--- src/rtl/fifo_sync_flex.sv ---
// fifo_sync_flex: single-clock FIFO with standard or first-word-fall-through
// read mode, programmable almost-full/almost-empty thresholds, an occupancy
// count, pass-through writes while full and sticky overflow/underflow flags.
// DEPTH need not be a power of two: the pointers wrap on an explicit compare.

module fifo_sync_flex #(
    parameter int WIDTH     = 8,
    parameter int DEPTH     = 16,
    parameter int FWFT      = 0,
    parameter int AF_THRESH = DEPTH - 1,
    parameter int AE_THRESH = 1,
    parameter int LW        = $clog2(DEPTH + 1)
) (
    input  logic             clk,
    input  logic             rst,
    input  logic             wr_en,
    input  logic [WIDTH-1:0] din,
    input  logic             rd_en,
    input  logic             err_clr,
    output logic [WIDTH-1:0] dout,
    output logic             full,
    output logic             empty,
    output logic             almost_full,
    output logic             almost_empty,
    output logic [LW-1:0]    level,
    output logic             overflow,
    output logic             underflow
);

    localparam int            PW        = $clog2(DEPTH);
    localparam logic [PW-1:0] PTR_LAST  = PW'(DEPTH - 1);
    localparam logic [LW-1:0] LVL_FULL  = LW'(DEPTH);
    localparam logic [LW-1:0] LVL_AF    = LW'(AF_THRESH);
    localparam logic [LW-1:0] LVL_AE    = LW'(AE_THRESH);

    logic [WIDTH-1:0] mem_r [0:DEPTH-1];
    logic [PW-1:0]    wptr_r;
    logic [PW-1:0]    rptr_r;
    logic [LW-1:0]    level_r;
    logic [WIDTH-1:0] dout_r;
    logic             overflow_r;
    logic             underflow_r;

    logic             full_s;
    logic             empty_s;
    logic             rd_ok_s;
    logic             wr_ok_s;
    logic [PW-1:0]    wptr_nxt_s;
    logic [PW-1:0]    rptr_nxt_s;
    logic [LW-1:0]    level_nxt_s;
    logic [WIDTH-1:0] head_s;

    // Status flags come only from the registered count, never from wr_en/rd_en.
    always_comb begin
        full_s  = (level_r == LVL_FULL);
        empty_s = (level_r == {LW{1'b0}});
    end

    // Accept decisions; a write while full is allowed when a read frees a slot.
    always_comb begin
        rd_ok_s = rd_en & ~empty_s;
        wr_ok_s = wr_en & (~full_s | rd_ok_s);
    end

    // Pointer wrap by explicit compare so any DEPTH works.
    always_comb begin
        if (wptr_r == PTR_LAST) begin
            wptr_nxt_s = {PW{1'b0}};
        end else begin
            wptr_nxt_s = wptr_r + PW'(1);
        end
        if (rptr_r == PTR_LAST) begin
            rptr_nxt_s = {PW{1'b0}};
        end else begin
            rptr_nxt_s = rptr_r + PW'(1);
        end
    end

    // Occupancy update: a simultaneous read and write leaves the count alone.
    always_comb begin
        case ({wr_ok_s, rd_ok_s})
            2'b10:   level_nxt_s = level_r + LW'(1);
            2'b01:   level_nxt_s = level_r - LW'(1);
            default: level_nxt_s = level_r;
        endcase
    end

    // Storage array; contents are deliberately left unreset.
    always_ff @(posedge clk) begin
        if (wr_ok_s) begin
            mem_r[wptr_r] <= din;
        end
    end

    // Pointers, count and registered read data.
    always_ff @(posedge clk) begin
        if (rst) begin
            wptr_r  <= {PW{1'b0}};
            rptr_r  <= {PW{1'b0}};
            level_r <= {LW{1'b0}};
            dout_r  <= {WIDTH{1'b0}};
        end else begin
            if (wr_ok_s) begin
                wptr_r <= wptr_nxt_s;
            end
            if (rd_ok_s) begin
                rptr_r <= rptr_nxt_s;
                dout_r <= mem_r[rptr_r];
            end
            level_r <= level_nxt_s;
        end
    end

    // Sticky error flags; a new error in the clear cycle keeps the flag set.
    always_ff @(posedge clk) begin
        if (rst) begin
            overflow_r  <= 1'b0;
            underflow_r <= 1'b0;
        end else begin
            if (wr_en & ~wr_ok_s) begin
                overflow_r <= 1'b1;
            end else if (err_clr) begin
                overflow_r <= 1'b0;
            end
            if (rd_en & empty_s) begin
                underflow_r <= 1'b1;
            end else if (err_clr) begin
                underflow_r <= 1'b0;
            end
        end
    end

    // Read data: fall-through shows the head word, otherwise the read register.
    always_comb begin
        head_s = mem_r[rptr_r];
        if (FWFT != 0) begin
            if (empty_s) begin
                dout = {WIDTH{1'b0}};
            end else begin
                dout = head_s;
            end
        end else begin
            dout = dout_r;
        end
    end

    // Output decode from registered state.
    always_comb begin
        full         = full_s;
        empty        = empty_s;
        almost_full  = (level_r >= LVL_AF);
        almost_empty = (level_r <= LVL_AE);
        level        = level_r;
        overflow     = overflow_r;
        underflow    = underflow_r;
    end

endmodule
--- config.mk ---
export PLATFORM = sky130hd
export DESIGN_NAME = fifo_sync_flex
export DESIGN_NICKNAME = d
export VERILOG_FILES = /design/src/rtl/fifo_sync_flex.sv
export SDC_FILE = /design/constraint.sdc
export NUM_CORES = 1
export LEC_CHECK = 0
export ABC_CLOCK_PERIOD_IN_PS = 5900
export CAP_MARGIN = 5
export CORE_MARGIN = 3
export CORE_UTILIZATION = 51
export DETAILED_ROUTE_END_ITERATION = 10
export PLACE_DENSITY_LB_ADDON = 0.08
export REMOVE_ABC_BUFFERS = 1
export SLEW_MARGIN = 30
export SYNTH_ARGS = -nofsm -noshare
export SYNTH_HDL_FRONTEND = slang
export SYNTH_SLANG_ARGS = --single-unit
--- constraint.sdc ---
create_clock -name clk -period 5.9 [get_ports clk]
set_input_delay 1.475 -clock clk [delete_from_list [all_inputs] [get_ports clk]]
set_output_delay 1.475 -clock clk [all_outputs]
set_load 0.01 [all_outputs]
==> results.py, run 1 <==
metrics = {
    "placed_design": {
        "dpl.hpwl_um": 7800,
        "pre_cts_slack_ps": 1720,
        "gp_congestion": 0.832,
        "port_buffers": 31,
        "placed_cell_area_um2": 6670,
    },
    "critical_path": {
        "crit_end": "empty",
        "crit_path_start_kind": "register",
        "r2r_setup_slack_ps": 3130,
        "worstPathCellList": "inv_1, ha_1, or4b_4, clkinv_4, clkdlybuf4s50_1",
        "critPathArrivalTime_ps": 2330,
        "r2r-end": "mem_r[5][5]",
        "slowest_delay_ps": 560,
        "regToRegStartpoint": "level[1]",
        "critPathRequiredTime_ps": 4430,
        "crit_buf_inv": 3,
        "worstRegToRegCells": 6,
        "cp_top_family": "buffers and inverters",
        "path_class": "reg -> out",
        "cp.depth": 5,
        "end_kind": "output port",
        "critPathSlowestCell": "or4b_4",
        "cp_max_fo": 8,
        "startpoint": "level[1]",
    },
    "sta": {
        "final.setup.worst_slack_ps": 2100,
        "fin_tns_setup_ps": 0,
        "hold_ws_ps": 502,
        "hold_viol": 0,
        "rsz0062_at_grt": "no",
        "tightest_slew_ps": 814,
        "setup-violations-final": 0,
        "fin_skew_ps": 6.33,
        "drv_slew": 0,
        "max_freq_mhz": 263,
        "slew_headroom_pct": 45.6,
        "fin_crit_ps": 3800,
        "fin_crit_sh_pct": 64.5,
    },
    "power_and_ir_drop": {
        "clock_power_share_pct": 34.8,
        "p_leak_nw": 2.31,
        "ir_drop_mv": 0.338,
        "p_per_area_nw_per_um2": 394,
        "p_int_mw": 2.11,
        "switchingPower_uw": 741,
        "pwr-share-comb_pct": 21.0,
        "sequentialPowerShare_pct": 44.2,
        "swShare_pct": 26.0,
    },
    "logic_synthesis": {
        "synthMuxAreaShare_pct": 14.9,
        "synthSimpleGateAreaFrac_pct": 7.24,
        "synth-xor-area-share_pct": 0.419,
        "synth_fa_ha_area_share_pct": 1.99,
        "synth_area_um2": 6270,
        "seq_area_frac_synth_pct": 68.6,
        "synth_top_family_by_area": "multiplexers",
        "ys_warn_count": 0,
        "async_flop_share_pct": 0,
        "netlist.area_leader.share_pct": 61.3,
        "synth_edf_count": 128,
        "synth-compound-area-share_pct": 4.19,
        "syn-instance-count": 360,
        "avgSynthCellArea_um2": 17.4,
        "ys_seq_elements": 151,
        "yosysMostFrequentCell": "edfxtp_1",
        "yosys.area.top_type": "edfxtp_1",
        "yosys_most_used_dff": "edfxtp_1",
        "synth_cell_types": 51,
        "synthTopCellsByArea": "edfxtp_1 (61%), mux4_2 (11%), dfxtp_1 (7.3%)",
        "synth_common_cells": "edfxtp_1 (128), mux4_2 (32), nor2_1 (25)",
    },
    "layout": {
        "fin_area_um2": 7220,
        "final_util_pct": 61.6,
        "n_antenna_cell": 0,
        "drive_gt1_share_pct": 19.6,
        "syn_to_final_growth_pct": 15.1,
        "fill_cells": 867,
        "layout.nets": 414,
    },
    "clock_network": {
        "path_clk_slew_ps": 60,
        "holdBufCountCts": 0,
        "clockBufferDepth": 2,
        "clock_latency_ps": 410,
        "cts_root_buffer": "clkbuf_16",
        "cts_resized": 0,
        "clock_sinks": 151,
        "htree_num_levels": 4,
        "cts_setup_buffers": 0,
        "cts_inserted_buffers": 17,
        "cts_tree": "built",
    },
    "floorplan": {
        "die_width_um": 117,
        "die-area_um2": 13700,
        "initial_core_util_pct": 53.6,
        "rows": 39,
        "io_pins": 32,
        "dieHeight_um": 117,
        "core-area_um2": 11700,
    },
    "global_routing": {
        "grt_pass1_wl_um": 18900,
        "overflow": 0,
        "track_usage_pct": 19.6,
        "grt_use_met3_pct": 6.02,
        "grtUsageMet1_pct": 28.3,
        "grt_max_degree": 37,
        "antenna_found_initial": 0,
        "grt_pass1_vias": 3253,
        "met2_usage_pct": 28.9,
        "top_usage_layer": "met2",
    },
    "flow_run": {
        "drv_cap": 0,
    },
    "outcome": {
        "status": "finished clean",
    },
    "route": {
        "viasPerCell": 5.97,
        "wl_per_cell_um": 22.4,
        "first_pass_iters": 4,
        "drcViolationCount": 0,
        "finalWirelength_um": 12300,
        "antenna_left": 0,
        "drt_iter0_drc": 273,
        "vias": 3262,
    },
    "hold_path": {
        "hp-class": "reg -> reg",
    },
}
==> cells in the final DEF, fill, tap and decap left out, types with 3 or more instances in the layout <==
| cell | synthesis | layout |
|---|---|---|
| edfxtp_1 | 128 | 128 |
| mux4_2 | 32 | 32 |
| clkdlybuf4s50_1 | 0 | 31 |
| nor2_1 | 25 | 25 |
| dfxtp_1 | 23 | 22 |
| mux2i_1 | 20 | 20 |
| clkbuf_16 | 0 | 17 |
| a21oi_1 | 10 | 10 |
| ha_1 | 10 | 10 |
| nand3b_1 | 9 | 9 |
| nand2_1 | 8 | 8 |
| o221ai_1 | 8 | 8 |
| clkinv_2 | 0 | 7 |
| inv_1 | 5 | 5 |
| buf_4 | 1 | 5 |
| nand2b_1 | 4 | 4 |
| nor3_1 | 7 | 4 |
| nor3_2 | 1 | 4 |
| nor2b_1 | 4 | 4 |
| nand4b_1 | 3 | 3 |
| xor2_1 | 3 | 3 |
| a32oi_1 | 3 | 3 |
| clkinv_1 | 0 | 3 |
==> how the worst min path moves through the flow <==
stage	start	endpoint	cells after the start	slack [ps]
2_1_floorplan	dout[0]	dout[0]	2	530
3_3_place_gp	dout[3]	dout[3]	2	480
3_5_place_dp	dout[3]	dout[3]	2	490
4_1_cts	dout[3]	dout[3]	2	510
5_1_grt	dout[0]	dout[0]	2	520
6_report	dout[0]	dout[0]	2	500
==> stage by stage <==
stage	instances	power [mW]
after floorplan	336	1.64
after global placement	515	1.87
after detailed placement	515	1.88
after CTS	546	2.87
after global routing	546	2.97
final	546	2.85
==> logic make-up after synthesis <==
group                      count (synthesis)
DFF                                      151
and+or+nand+nor                           78
muxes                                     53
AOI/OAI and AO/OA                         35
buffers and inverters                     30
adders and majority gates                 10
xor gates and xnor gates                   3
==> worst reg2reg max path: stages (launching register included) <==
cell,delay (ps)
dfxtp_1,460
inv_1,140
ha_1,240
or3b_1,340
o21a_1,340
nand2_1,210
nor2_1,670
==> layer usage <==
metal / part of all wire (%) / vias up
met5: 0 / -
met4: 0.62 / 0
met3: 4.7 / 4
met2: 48 / 66
met1: 46 / 1697
li1: - / 1495
==> flip-flops by register name (all words and copies together) (netlist names) <==
register / cells
overflow: 1
mem_r: 128
underflow: 1
wptr_r: 4
level: 5
dout: 8
rptr_r: 4
==> layout make-up <==
type / count / area [um^2] / share of cell area (%)
Clock buffer: 18 / 429 / 5.95
Clock inverter: 13 / 114 / 1.58
Inverter: 6 / 27.5 / 0.381
Multi-Input combinational cell: 179 / 1820 / 25.2
Sequential cell: 151 / 4310 / 59.6
Tap cell: 143 / 179 / 2.48
Timing Repair Buffer: 36 / 348 / 4.82
==> power by group through the flow <==
stage	clock, mW	sequential (mW)	combinational, mW
2_1_floorplan	0	1.32	0.319
3_3_place_gp	0	1.28	0.594
3_5_place_dp	0	1.28	0.604
4_1_cts	1.01	1.26	0.605
5_1_grt	1.05	1.27	0.654
6_report	0.989	1.26	0.599
Power figures use the tool's default switching activity.
==> run 2, diff against run 1 <==
--- a/config.mk
+++ b/config.mk
@@ -5,7 +5,7 @@
 export SDC_FILE = /design/constraint.sdc
 export NUM_CORES = 1
 export LEC_CHECK = 0
-export ABC_CLOCK_PERIOD_IN_PS = 5900
+export ABC_CLOCK_PERIOD_IN_PS = 3450
 export CAP_MARGIN = 5
 export CORE_MARGIN = 3
 export CORE_UTILIZATION = 51
==> constraint.sdc (replaced) <==
create_clock -name clk -period 3.45 [get_ports clk]
set_input_delay 0.8625 -clock clk [delete_from_list [all_inputs] [get_ports clk]]
set_output_delay 0.8625 -clock clk [all_outputs]
set_load 0.01 [all_outputs]
==> run 2 against run 1 <==
Non-clock buffer count grew 16. Critical endpoint unchanged. First-iteration DRC count grew 5.1%. Clock skew grew 8.5 ps.
==> results.py, run 2 (same netlist as run 1, synthesis figures left out) <==
metrics = {
    "sta": {
        "tightest_slew_ps": 720,
        "hold_viol": 0,
        "setup-violations-final": 0,
        "fin_crit_sh_pct": 91.4,
        "fin_tns_setup_ps": 0,
        "drv_slew": 0,
        "fin_crit_ps": 3150,
        "slew_headroom_pct": 51.9,
        "final.setup.worst_slack_ps": 298,
        "fin_skew_ps": 14.9,
        "rsz0062_at_grt": "no",
        "max_freq_mhz": 317,
        "hold_ws_ps": 497,
    },
    "global_routing": {
        "grt_pass1_vias": 3323,
        "grt_pass1_wl_um": 19100,
        "overflow": 0,
        "track_usage_pct": 19.6,
        "grt_max_degree": 37,
        "antenna_found_initial": 0,
    },
    "clock_network": {
        "cts_setup_buffers": 0,
        "holdBufCountCts": 0,
        "cts_root_buffer": "clkbuf_16",
        "cts_tree": "built",
        "htree_num_levels": 4,
        "cts_inserted_buffers": 17,
        "path_clk_slew_ps": 50,
        "clock_latency_ps": 420,
        "cts_resized": 0,
        "clock_sinks": 151,
        "clockBufferDepth": 2,
    },
    "route": {
        "antenna_left": 0,
        "drcViolationCount": 0,
        "viasPerCell": 6.00,
        "wl_per_cell_um": 21.6,
        "finalWirelength_um": 12100,
        "vias": 3362,
        "drt_iter0_drc": 287,
        "first_pass_iters": 4,
    },
    "placed_design": {
        "port_buffers": 31,
        "gp_congestion": 0.823,
        "placed_cell_area_um2": 6790,
        "dpl.hpwl_um": 7660,
        "pre_cts_slack_ps": 559,
    },
    "critical_path": {
        "regToRegStartpoint": "level[1]",
        "critPathRequiredTime_ps": 2590,
        "slowest_delay_ps": 550,
        "worstRegToRegCells": 6,
        "r2r_setup_slack_ps": 860,
        "r2r-end": "mem_r[4][4]",
        "end_kind": "output port",
        "crit_buf_inv": 3,
        "worstPathCellList": "inv_1, ha_1, or4b_4, clkinv_4, clkdlybuf4s50_1",
        "cp_max_fo": 8,
        "critPathArrivalTime_ps": 2290,
        "crit_path_start_kind": "register",
        "path_class": "reg -> out",
        "cp_top_family": "buffers and inverters",
        "critPathSlowestCell": "or4b_4",
    },
    "power_and_ir_drop": {
        "p_int_mw": 3.53,
        "clock_power_share_pct": 33.6,
        "p_per_area_nw_per_um2": 656,
        "sequentialPowerShare_pct": 45.9,
        "swShare_pct": 26.1,
        "pwr-share-comb_pct": 20.5,
        "p_leak_nw": 2.36,
        "ir_drop_mv": 0.410,
        "switchingPower_mw": 1.25,
    },
    "floorplan": {
        "rows": 39,
        "dieHeight_um": 117,
        "io_pins": 32,
        "initial_core_util_pct": 53.6,
        "die-area_um2": 13700,
        "core-area_um2": 11700,
        "die_width_um": 117,
    },
    "layout": {
        "largest_reg_flops": 128,
        "fin_area_um2": 7290,
        "final_util_pct": 62.3,
        "syn_to_final_growth_pct": 16.3,
        "final_cell_mix": "edfxtp_1 (128), mux4_2 (32), clkdlybuf4s50_1 (31)",
        "layout.nets": 430,
        "final_common_cell": "edfxtp_1",
        "top_register": "mem_r",
        "n_antenna_cell": 0,
        "drive_gt1_share_pct": 20.6,
    },
    "hold_path": {
        "hp-class": "reg -> reg",
        "holdPathEnd": "dout[7]",
        "holdPathStages": 2,
        "holdCritStartpoint": "dout[7]",
    },
    "flow_run": {
        "drv_cap": 0,
    },
    "outcome": {
        "status": "finished clean",
    },
}
==> run 2: cell types whose count changed in the layout (fill, tap and decap cells not counted) <==
cell        before  now
nor3_2           4    1
clkinv_1         3    4
buf_12           0    1
nor3_1           4    7
buf_4            5   20
clkinv_2         7    3
clkinvlp_4       1    0
bufinv_16        2    1
clkbuf_1         1    4
==> run 2: worst max-delay path by stage <==
stage / to / start / slack, ps / cells after the start
5_1_grt: empty / level[1] / 170 / 5
4_1_cts: empty / level[1] / 270 / 5
2_1_floorplan: dout[3] / rptr_r[1] / 940 / 3
6_report: empty / level[1] / 300 / 5
3_3_place_gp: mem_r[4][4] / rd_en / 680 / 5
3_5_place_dp: mem_r[4][2] / rd_en / 560 / 5
==> run 2: cell type report <==
cell class / count / area [um^2]
clock buffer: 21 / 440
timing repair buffer: 52 / 480
fill: 832 / 4420
sequential: 151 / 4310
multi-input combinational: 179 / 1800
clock inverter: 8 / 60.1
inverter: 6 / 27.5
tap: 143 / 179
==> run 2: through the flow <==
step | std cells | power, mW
floorplan | 336 | 2.81
global placement | 531 | 3.20
detailed placement | 531 | 3.21
CTS | 560 | 4.83
global route | 560 | 5.00
finish | 560 | 4.78
==> run 2: tightest hold or removal path, cell delays in order (launching register included) <==
cell and delay [ps]:
dfxtp_1 320, nand3b_1 80, o221ai_1 60
==> run 2: per-layer routing <==
layer / vias to the layer above / global-route usage, % / routed length [um]
li1: 1535 / - / -
met1: 1739 / 28.1 / 5910
met2: 75 / 29.2 / 5590
met3: 13 / 4.78 / 444
met4: 0 / 8.26 / 157
met5: - / 0 / 0
==> run 2: power by group through the flow <==
stage                     combinational (mW)  sequential [mW]  clock [mW]
after global placement                 0.966             2.23           0
after global routing                    1.07             2.22        1.71
after CTS                              0.984             2.20        1.64
after floorplan                        0.546             2.27           0
final                                  0.981             2.20        1.61
after detailed placement               0.977             2.24           0
==> run 3, diff against run 2 <==
--- a/config.mk
+++ b/config.mk
@@ -8,8 +8,10 @@
 export ABC_CLOCK_PERIOD_IN_PS = 3450
 export CAP_MARGIN = 5
 export CORE_MARGIN = 3
-export CORE_UTILIZATION = 51
+export CORE_UTILIZATION = 45
+export CTS_CLUSTER_DIAMETER = 120
 export DETAILED_ROUTE_END_ITERATION = 10
+export HOLD_SLACK_MARGIN = 0.02
 export PLACE_DENSITY_LB_ADDON = 0.08
 export REMOVE_ABC_BUFFERS = 1
 export SLEW_MARGIN = 30
==> run 3 against run 2 <==
Core utilization shrank 7.5 points. Final area increased by 1.0%. Flip-flop and latch count unchanged. Non-clock buffer count up 3. Count of clock-buffer cells in the layout shrank 1. Sequential share of layout area down 0.58 points. Maximum frequency shrank 0.55%. Setup slack worse by 17 ps. Critical path type unchanged. Critical endpoint unchanged. Highest routed layer unchanged.
==> results.py, run 3 (same netlist as run 1, synthesis figures left out) <==
metrics = {
    "sta": {
        "fin_skew_ps": 9.23,
        "max_freq_mhz": 315,
        "tightest_slew_ps": 685,
        "fin_tns_setup_ps": 0,
        "rsz0062_at_grt": "no",
        "slew_headroom_pct": 54.3,
        "drv_slew": 0,
        "fin_crit_sh_pct": 91.9,
        "hold_viol": 0,
        "setup-violations-final": 0,
        "fin_crit_ps": 3170,
    },
    "clock_network": {
        "clock_latency_ps": 420,
        "clockBufferDepth": 2,
        "holdBufCountCts": 0,
        "htree_num_levels": 4,
        "cts_tree": "built",
        "cts_root_buffer": "clkbuf_16",
        "cts_setup_buffers": 0,
        "clock_sinks": 151,
        "path_clk_slew_ps": 50,
        "cts_resized": 0,
        "cts_inserted_buffers": 17,
    },
    "floorplan": {
        "die-area_um2": 15400,
        "io_pins": 32,
        "core-area_um2": 13500,
        "rows": 42,
        "initial_core_util_pct": 46.6,
        "dieHeight_um": 124,
        "die_width_um": 124,
    },
    "flow_run": {
        "drv_cap": 0,
    },
    "power_and_ir_drop": {
        "sequentialPowerShare_pct": 45.6,
        "clock_power_share_pct": 34.0,
        "p_per_area_nw_per_um2": 653,
        "finalPower_mw": 4.81,
        "p_int_mw": 3.54,
        "pwr-share-comb_pct": 20.4,
        "swShare_pct": 26.5,
        "p_leak_nw": 2.38,
        "switchingPower_mw": 1.27,
        "ir_drop_mv": 0.504,
    },
    "critical_path": {
        "slowest_delay_ps": 540,
        "critPathArrivalTime_ps": 2310,
        "critPathRequiredTime_ps": 2590,
        "crit_buf_inv": 3,
        "cp_max_fo": 8,
        "end_kind": "output port",
        "worstPathCellList": "inv_1, ha_1, or4b_4, clkinv_4, clkdlybuf4s50_1",
        "critPathSlowestCell": "or4b_4",
        "crit_path_start_kind": "register",
        "cp_top_family": "buffers and inverters",
        "path_class": "reg -> out",
    },
    "global_routing": {
        "overflow": 0,
        "grt_max_degree": 26,
        "grt_pass1_wl_um": 19500,
        "grt_pass1_vias": 3335,
        "track_usage_pct": 17.8,
        "antenna_found_initial": 0,
    },
    "route": {
        "dr.max_layer_used": "met4",
        "antenna_left": 0,
        "viasPerCell": 5.57,
        "wl_met2_um": 6120,
        "finalWirelength_um": 12600,
        "wl_met1_um": 5820,
        "first_pass_iters": 4,
        "vias": 3328,
        "drt_iter0_drc": 239,
        "wl_per_cell_um": 21.0,
        "wl_met3_um": 525,
        "drcViolationCount": 0,
    },
    "layout": {
        "drive_gt1_share_pct": 22.3,
        "layout.nets": 433,
        "top_register": "mem_r",
        "fill_cells": 1093,
        "stdcell_count": 598,
        "final_common_cell": "edfxtp_1",
        "final_cell_mix": "edfxtp_1 (128), mux4_2 (32), clkdlybuf4s50_1 (31)",
        "largest_reg_flops": 128,
        "final_util_pct": 54.8,
        "syn_to_final_growth_pct": 17.4,
        "n_antenna_cell": 0,
    },
    "outcome": {
        "status": "finished clean",
    },
    "placed_design": {
        "dpl.hpwl_um": 8050,
        "gp_congestion": 0.828,
        "port_buffers": 31,
        "place_inst": 567,
    },
    "hold_path": {
        "hp-class": "reg -> reg",
    },
}
[run 3: cell count changes in the layout (fill, tap and decap cells not counted), sizes merged]
cell,before,now
clkinvlp,0,3
clkbuf,21,20
buf,21,24
[run 3: power by group through the flow]
stage / Combinational [mW] / Clock [mW] / Sequential [mW]
floorplan: 0.546 / 0 / 2.27
global placement: 0.983 / 0 / 2.23
detailed placement: 0.988 / 0 / 2.23
CTS: 0.992 / 1.67 / 2.20
global route: 1.06 / 1.77 / 2.21
finish: 0.983 / 1.64 / 2.19
[run 3: cell type report]
type,count,area (um^2),share of cell area (%)
clock buffers,20,437,5.93
repair buffers,55,490,6.66
well taps,176,220,2.99
multi-input cells,179,1800,24.4
inverters,6,27.5,0.374
clock inverters,11,85.1,1.16
flip-flops and latches,151,4310,58.5
[run 3: path summary, 6_finish.rpt]
| kind | from | end | slack [ps] | cells past startpoint |
|---|---|---|---|---|
| max reg2reg | level[1] | mem_r[1][2] | 1070 | 7 |
| min reg2reg | dout[2] | dout[2] | 500 | 2 |
| min | dout[2] | dout[2] | 500 | 2 |
| max | level[1] | empty | 280 | 5 |
[run 3: stage by stage]
stage	cell area, um^2	worst slack (ps)	hold WS [ps]
floorplan	6130	939	532
global placement	6840	759	491
detailed placement	6840	730	486
CTS	7370	272	508
global route	7370	135	537
finish	7370	280	502
[run 3: worst reg2reg max path, delay by kind of cell, from the launching register on]
family                   cells  cell delay, ps
adder cells (fa/ha/maj)      1             240
AO/OA/AOI/OAI                1             330
buffers and inverters        2             380
flip-flops                   1             460
AND/OR/NAND/NOR              3             660
[run 3: metal layers]
| layer | vias up | global-route usage (%) |
|---|---|---|
| li1 | 1538 | - |
| met1 | 1708 | 24.5 |
| met2 | 71 | 28.0 |
| met3 | 11 | 5.68 |
| met4 | 0 | 4.18 |
| met5 | - | 0 |
